[src/rtl/pattern_gen_param_if.sv]
// Output stream bundle of the pattern generator: data word, valid, start-of-frame, ready.
// Pure wiring, no latency of its own.
// Master drives o_DATA/o_VALID/o_SOF and holds them while i_READY is low.
interface pattern_gen_param_if #(
  parameter int DW = 16
);
  logic [DW-1:0] o_DATA;
  logic          o_VALID;
  logic          o_SOF;
  logic          i_READY;

  modport master (output o_DATA, output o_VALID, output o_SOF, input i_READY);
  modport slave  (input  o_DATA, input  o_VALID, input  o_SOF, output i_READY);
endinterface

[src/rtl/pattern_gen_param.sv]
// Free-running framed test-pattern source: RAM table, counter, walking-one or PRBS7 words.
// Latency: first word one cycle after i_EN is seen in IDLE; then one word per accepted cycle.
// Backpressure: while o_VALID && !i_READY the output word, valid and SOF hold unchanged.
// Optional feature macro: PATTERN_ERR_INJ_EN adds i_INJ (invert bit 0 of the next loaded word).
module pattern_gen_param #(
  parameter int DW = 16,
  parameter int AW = 2,
  parameter int LW = 8
) (
  input  logic          i_CLK,
  input  logic          i_RST_N,
  input  logic          i_EN,
  input  logic [1:0]    i_MODE,
  input  logic [LW-1:0] i_LEN,
  input  logic          i_WR_EN,
  input  logic [AW-1:0] i_WR_ADDR,
  input  logic [DW-1:0] i_WR_DATA,
`ifdef PATTERN_ERR_INJ_EN
  input  logic          i_INJ,
`endif
  pattern_gen_param_if.master o_stream
);

  typedef enum logic {S_IDLE, S_RUN} state_t;

  state_t        r_state, w_state_nxt;
  logic [DW-1:0] r_mem [2**AW];
  logic [DW-1:0] r_data;
  logic          r_valid;
  logic          r_sof;
  logic [LW-1:0] r_idx;
  logic [LW-1:0] r_len_q;
  logic [1:0]    r_mode_q;
  logic [6:0]    r_prbs;

  logic          w_accept;
  logic          w_load;
  logic          w_frame_start;
  logic [LW-1:0] w_idx_nxt;
  logic [1:0]    w_mode_sel;
  logic [6:0]    w_seed;
  logic [6:0]    w_prbs_nxt;
  logic [DW-1:0] w_prbs_word;
  logic [DW-1:0] w_word;
  logic [DW-1:0] w_word_out;

`ifdef PATTERN_ERR_INJ_EN
  logic          r_inj;
  logic          w_inj;
`endif

  // FSM state register
  always_ff @(posedge i_CLK) begin
    if (!i_RST_N) r_state <= S_IDLE;
    else          r_state <= w_state_nxt;
  end

  // Next state and load decision; a frame starts on entry from IDLE or after the last index
  always_comb begin
    w_state_nxt   = r_state;
    w_load        = 1'b0;
    w_frame_start = 1'b0;
    w_accept      = r_valid && o_stream.i_READY;
    case (r_state)
      S_IDLE: begin
        if (i_EN) begin
          w_state_nxt   = S_RUN;
          w_load        = 1'b1;
          w_frame_start = 1'b1;
        end
      end
      S_RUN: begin
        if (w_accept) begin
          if (i_EN) begin
            w_load        = 1'b1;
            w_frame_start = (r_idx == r_len_q);
          end else begin
            w_state_nxt = S_IDLE;
          end
        end
      end
      default: w_state_nxt = S_IDLE;
    endcase
  end

  // Word generation for the index being loaded; mode/len come straight from inputs at frame start
  always_comb begin
    w_idx_nxt   = w_frame_start ? '0 : r_idx + 1'b1;
    w_mode_sel  = w_frame_start ? i_MODE : r_mode_q;
    w_seed      = w_frame_start ? 7'h7F : r_prbs;
    w_prbs_nxt  = w_seed;
    w_prbs_word = '0;
    for (int b = 0; b < DW; b++) begin
      w_prbs_word[b] = w_prbs_nxt[6] ^ w_prbs_nxt[5];
      w_prbs_nxt     = {w_prbs_nxt[5:0], w_prbs_word[b]};
    end
    case (w_mode_sel)
      2'b00:   w_word = r_mem[w_idx_nxt[AW-1:0]];
      2'b01:   w_word = DW'(w_idx_nxt);
      2'b10:   w_word = DW'(1) << (32'(w_idx_nxt) % DW);
      default: w_word = w_prbs_word;
    endcase
`ifdef PATTERN_ERR_INJ_EN
    // A request arriving in the load cycle itself still hits this word
    w_inj      = r_inj | i_INJ;
    w_word_out = w_word ^ {{(DW-1){1'b0}}, w_inj};
`else
    w_word_out = w_word;
`endif
  end

  // Output word, handshake flags and generator state
  always_ff @(posedge i_CLK) begin
    if (!i_RST_N) begin
      r_data   <= '0;
      r_valid  <= 1'b0;
      r_sof    <= 1'b0;
      r_idx    <= '0;
      r_len_q  <= '0;
      r_mode_q <= 2'b00;
      r_prbs   <= 7'h7F;
    end else if (w_load) begin
      r_data  <= w_word_out;
      r_valid <= 1'b1;
      r_sof   <= w_frame_start;
      r_idx   <= w_idx_nxt;
      r_prbs  <= w_prbs_nxt;
      if (w_frame_start) begin
        r_mode_q <= i_MODE;
        r_len_q  <= i_LEN;
      end
    end else if (w_state_nxt == S_IDLE) begin
      r_valid <= 1'b0;
      r_sof   <= 1'b0;
    end
  end

  // Pattern table; a write in the load cycle lands after the read, so the old word is emitted
  always_ff @(posedge i_CLK) begin
    if (i_WR_EN) r_mem[i_WR_ADDR] <= i_WR_DATA;
  end

`ifdef PATTERN_ERR_INJ_EN
  // Sticky inject request, consumed by the next loaded word
  always_ff @(posedge i_CLK) begin
    if (!i_RST_N)    r_inj <= 1'b0;
    else if (w_load) r_inj <= 1'b0;
    else             r_inj <= w_inj;
  end
`endif

  assign o_stream.o_DATA  = r_data;
  assign o_stream.o_VALID = r_valid;
  assign o_stream.o_SOF   = r_sof;

endmodule

[src/flat_wrapper.sv]
// flat-port wrapper written by rule: the top's interface ports become plain ports
module pattern_gen_param_flat 
#(
  parameter int DW = 16,
  parameter int AW = 2,
  parameter int LW = 8
)
  (i_CLK, i_RST_N, i_EN, i_MODE, i_LEN, i_WR_EN, i_WR_ADDR, i_WR_DATA, o_stream_o_DATA, o_stream_o_VALID, o_stream_o_SOF, o_stream_i_READY);
  pattern_gen_param_if #(.DW(DW)) o_stream_i ();
  input  logic i_CLK;
  input  logic i_RST_N;
  input  logic i_EN;
  input  logic [1:0] i_MODE;
  input  logic [LW-1:0] i_LEN;
  input  logic i_WR_EN;
  input  logic [AW-1:0] i_WR_ADDR;
  input  logic [DW-1:0] i_WR_DATA;
  output wire logic [$bits(o_stream_i.o_DATA)-1:0] o_stream_o_DATA;
  output wire logic [$bits(o_stream_i.o_VALID)-1:0] o_stream_o_VALID;
  output wire logic [$bits(o_stream_i.o_SOF)-1:0] o_stream_o_SOF;
  input wire logic [$bits(o_stream_i.i_READY)-1:0] o_stream_i_READY;
  assign o_stream_o_DATA = o_stream_i.o_DATA;
  assign o_stream_o_VALID = o_stream_i.o_VALID;
  assign o_stream_o_SOF = o_stream_i.o_SOF;
  assign o_stream_i.i_READY = o_stream_i_READY;
  pattern_gen_param #(.DW(DW), .AW(AW), .LW(LW)) u_core (.i_CLK(i_CLK), .i_RST_N(i_RST_N), .i_EN(i_EN), .i_MODE(i_MODE), .i_LEN(i_LEN), .i_WR_EN(i_WR_EN), .i_WR_ADDR(i_WR_ADDR), .i_WR_DATA(i_WR_DATA), .o_stream(o_stream_i));
endmodule
[config.mk]
export PLATFORM = sky130hd
export DESIGN_NAME = pattern_gen_param_flat
export DESIGN_NICKNAME = d
export VERILOG_FILES = /design/src/rtl/pattern_gen_param_if.sv /design/src/rtl/pattern_gen_param.sv /design/src/flat_wrapper.sv
export SDC_FILE = /design/constraint.sdc
export NUM_CORES = 1
export LEC_CHECK = 0
export ABC_AREA = 1
export ABC_CLOCK_PERIOD_IN_PS = 4600
export BUFFER_PORTS_ARGS = -buffer_cell sky130_fd_sc_hd__buf_2
export CAP_MARGIN = 20
export CORE_ASPECT_RATIO = 0.75
export CORE_MARGIN = 2
export CORE_UTILIZATION = 50
export DETAILED_ROUTE_END_ITERATION = 8
export GPL_TIMING_DRIVEN = 0
export PLACE_DENSITY_LB_ADDON = 0.3
export SLEW_MARGIN = 20
export SYNTH_ARGS = -nofsm -noshare
export SYNTH_HDL_FRONTEND = slang
export SYNTH_SLANG_ARGS = --single-unit
[constraint.sdc]
create_clock -name i_CLK -period 4.6 [get_ports i_CLK]
set_input_delay 1.38 -clock i_CLK [delete_from_list [all_inputs] [get_ports i_CLK]]
set_output_delay 1.38 -clock i_CLK [all_outputs]
set_load 0.01 [all_outputs]
==> parameters.txt <==
Parameter                              Value

Global routing
  Maximum number of pins on one net before global-route repair ... 20
  Number of antenna violations at the first check in global routing ... 0
  GRT Residual Overflow ... 0
  Total routing resource utilization after global routing ... around a quarter
  Global-route wire length before repair ... roughly 22000 um
  Via count of the first global-routing pass ... between 4000 and 5000

Route
  Vias per std cell ... ~5.3
  Total via count after detailed routing ... ~4500
  Initial DRC Count ... between 300 and 400
  Post-detailed-route wirelength per cell ... between 15 and 20 um
  Final WL ... approximately 13000 um
  Count of unresolved DRC violations after routing ... 0
  Number of detailed-route iterations in the first pass ... 5
  Antenna Nets Post-Route ... 0

Pwr
  Leak pwr ... roughly 0.0027 uW
  Worst IR Drop VDD ... around 0.21 mV
  Power per standard cell area ... between 300 and 400 mW/mm^2

Yosys
  Async set-reset flop share out of synthesis ... 0%
  Number of cells produced by synthesis ... 639
  FF+latch count, synth ... about 110
  Unique masters post-synth ... 36
  Syn_nets ... ~670
  Register area share after synthesis ... between 50% and 60%
  Number of flops mapped to enable cells by yosys ... 64
  Combined area of all synthesized cells ... between 0.005 and 0.006 mm^2
  Most used flip-flop cell after synthesis ... edfxtp_1
  Yosys warning count ... 0
  Average footprint of a synthesized cell ... approximately 8.2 um^2

STA
  Crit share post-route ... between 60% and 70%
  Setup repair after global routing missed its margin ... false
  Worst slew slack as a fraction of its limit ... roughly 45%
  Final setup slack of the worst path ... between 1.5 and 2 ns
  Max Freq ... between 300 and 400 MHz
  Post-route minimum period ... 2.91 ns
  Setup violators final ... 0
  Clock skew ... roughly 0.0077 ns
  Number of hold violations in the final report ... 0
  Total count of max-transition violations in the final report ... 0
  Slew @ Worst Pin ... about 0.82 ns
  TNS Setup ... 0 ns

Floorplan
  Horizontal die dimension ... ~120 um
  Starting utilization of the core area ... 51.2%
  Area of the die ... roughly 0.011 mm^2
  Area of the placeable core ... between 0.01 and 0.015 mm^2
  Number of rows in the core area ... 32
  Die Span Y ... approximately 90 um
  I/O pin total ... 51

Worst setup path
  Critical Path AT ... about 3.2 ns
  Startpoint Class ... input pin
  Category of the critical setup timing path ... input pin to register
  Launch point of the critical path ... o_stream_i_READY
  Type of destination of the critical path ... register
  Required time at the endpoint of the critical path ... 4.85 ns
  Critical path fanouts, max ... 10
  Launching point of the worst reg2reg path ... u_core.r_idx[0]$_SDFFE_PN0P_

Cells and area
  Fraction of layout instances using a drive strength above 1 ... 16.4%
  Storage cell area ... between 0.002 and 0.003 mm^2
  Filler Cells Inserted ... around 930
  Non-filler instance count after layout ... ~850
  Commonest cells after routing, fill and taps aside ... 224 x nand2_1, 64 x edfxtp_1, 53 x nor2_1, 52 x buf_2, 51 x nand3_1
  Inserted Diodes ... 0
  Post-layout net count ... about 740
  Most common library cell in the layout ignoring fill and taps ... nand2_1
  Layout Area Growth over Synthesis ... 14.9%
  Area of combinational cells with multiple inputs ... 0.00211 mm^2

Clocking
  Maximum number of buffers from clock root to sink ... 2
  Clock root buffer ... clkbuf_16
  Clock-pin slew on the worst setup and hold paths ... 0.07 ns
  Total setup buffers inserted after CTS ... 0
  Hold bufs inserted after CTS ... 0
  Clock Sinks ... between 100 and 150
  H-tree depth ... 3
  Number of gates given a new drive strength after cts ... 0
  Worst-skew pair later-pin latency ... around 0.35 ns
  CTS tree ... done
  Number of clock buffers inserted by TritonCTS ... 9

Place
  # placed instances ... 832
  Post-Place Setup Slack ... 1.33 ns
  Routability congestion estimate from global placement ... 0.876
  DPL Wire Length ... about 10000 um
  Count of input and output buffers ... 50

Flow run
  Max-cap violations ... 0

Hold path
  Min-delay src ... u_core.o_stream.o_DATA[4]$_SDFFE_PN0P_
  Min-Delay Path Class ... register to register

Run status
  Run status ... finished clean
final timing paths:
| check | endpoint | slack (ns) | cells after the start |
|---|---|---|---|
| max | u_core.o_stream.o_DATA[13]$_SDFFE_PN0P_ | 1.69 | 18 |
| min | u_core.o_stream.o_DATA[4]$_SDFFE_PN0P_ | 0.46 | 2 |
| max reg2reg | u_core.o_stream.o_DATA[0]$_SDFFE_PN0P_ | 2.18 | 16 |
| min reg2reg | u_core.o_stream.o_DATA[4]$_SDFFE_PN0P_ | 0.46 | 2 |
final cells by class:
type	instances	area share, %
clock buffers	9	3.74
plain buffers	27	2.93
well taps	136	2.82
repair buffers	57	5.15
clock inverters	7	0.914
inverters	48	2.99
flip-flops and latches	108	46.5
multi-input cells	456	34.9
cell families (layout without fill, tap and decap cells):
logic type | Yosys count | after routing | share of synthesized area (%)
compound gates | 85 | 85 | 8.78
fa+ha+maj | 1 | 1 | 0.239
flops | 108 | 108 | 53.4
simple gates | 361 | 361 | 29.2
buf+inv | 75 | 148 | 6.80
xor+xnor | 9 | 9 | 1.50
cells in the mapped netlist, drive strengths merged (4+ instances only):
cell type,instances,area [um^2]
nand2,237,947
nor2,57,234
dfxtp,44,881
a21oi,45,225
buf,16,135
a211oi,4,30.0
nor3,4,20.0
clkbuf,11,41.3
xnor2,5,43.8
nand4,8,50.1
nand3,51,255
edfxtp,64,1920
o21ai,32,175
inv,47,176
xor2,4,35.0
report_power, final:
| part | leakage, uW | total [uW] | internal [uW] | switching [uW] |
|---|---|---|---|---|
| Sequential | 0.000951 | 1120 | 1090 | 31.7 |
| Combinational | 0.00163 | 463 | 153 | 309 |
| Clock | 0.000140 | 738 | 375 | 363 |
stage by stage:
| stage | cell area, um^2 | power, uW | hold slack [ns] | util (%) |
|---|---|---|---|---|
| 5_1_grt | 6030 | 2430 | 0.482 | 58.8 |
| 4_1_cts | 6030 | 2320 | 0.463 | 58.8 |
| 3_5_place_dp | 5750 | 1600 | 0.452 | 56.1 |
| 3_3_place_gp | 5670 | 1580 | 0.454 | 55.3 |
| 2_1_floorplan | 5250 | 1450 | 0.441 | - |
| 6_report | 6030 | 2320 | 0.463 | 58.8 |
layer usage:
| layer | vias to the layer above | GRT usage [%] | routed length, um |
|---|---|---|---|
| met5 | - | 0 | 0 |
| met4 | 0 | 6.32 | 178 |
| met3 | 20 | 4.86 | 915 |
| met2 | 168 | 40.2 | 6150 |
| met1 | 2122 | 35.4 | 6060 |
| li1 | 2224 | - | - |
registers in the layout, indices dropped and copies added (netlist names):
register and count:
u_core.o_stream.o_DATA 16, u_core.r_prbs 7, u_core.o_stream.o_SOF 1, u_core.r_mode_q 2, u_core.r_len_q 8, u_core.r_mem 64, u_core.o_stream.o_VALID 1, u_core.r_state 1
u_core.r_idx 8
critical path, stage by stage:
cell and delay, ns:
buf_2 0.07, nand2_1 0.07, a21oi_1 0.12, nand3_1 0.08, nor2_1 0.11, nand2_2 0.08, nand2_4 0.09, nand2_2 0.07
buf_8 0.16, buf_12 0.15, nand2_1 0.11, nand2_1 0.06, o21ai_1 0.13, nand2_1 0.11, nand3_1 0.10, nand2_1 0.05
nor2_1 0.14, nor2_1 0.05
Note: power is estimated with default switching activity, not from simulation.
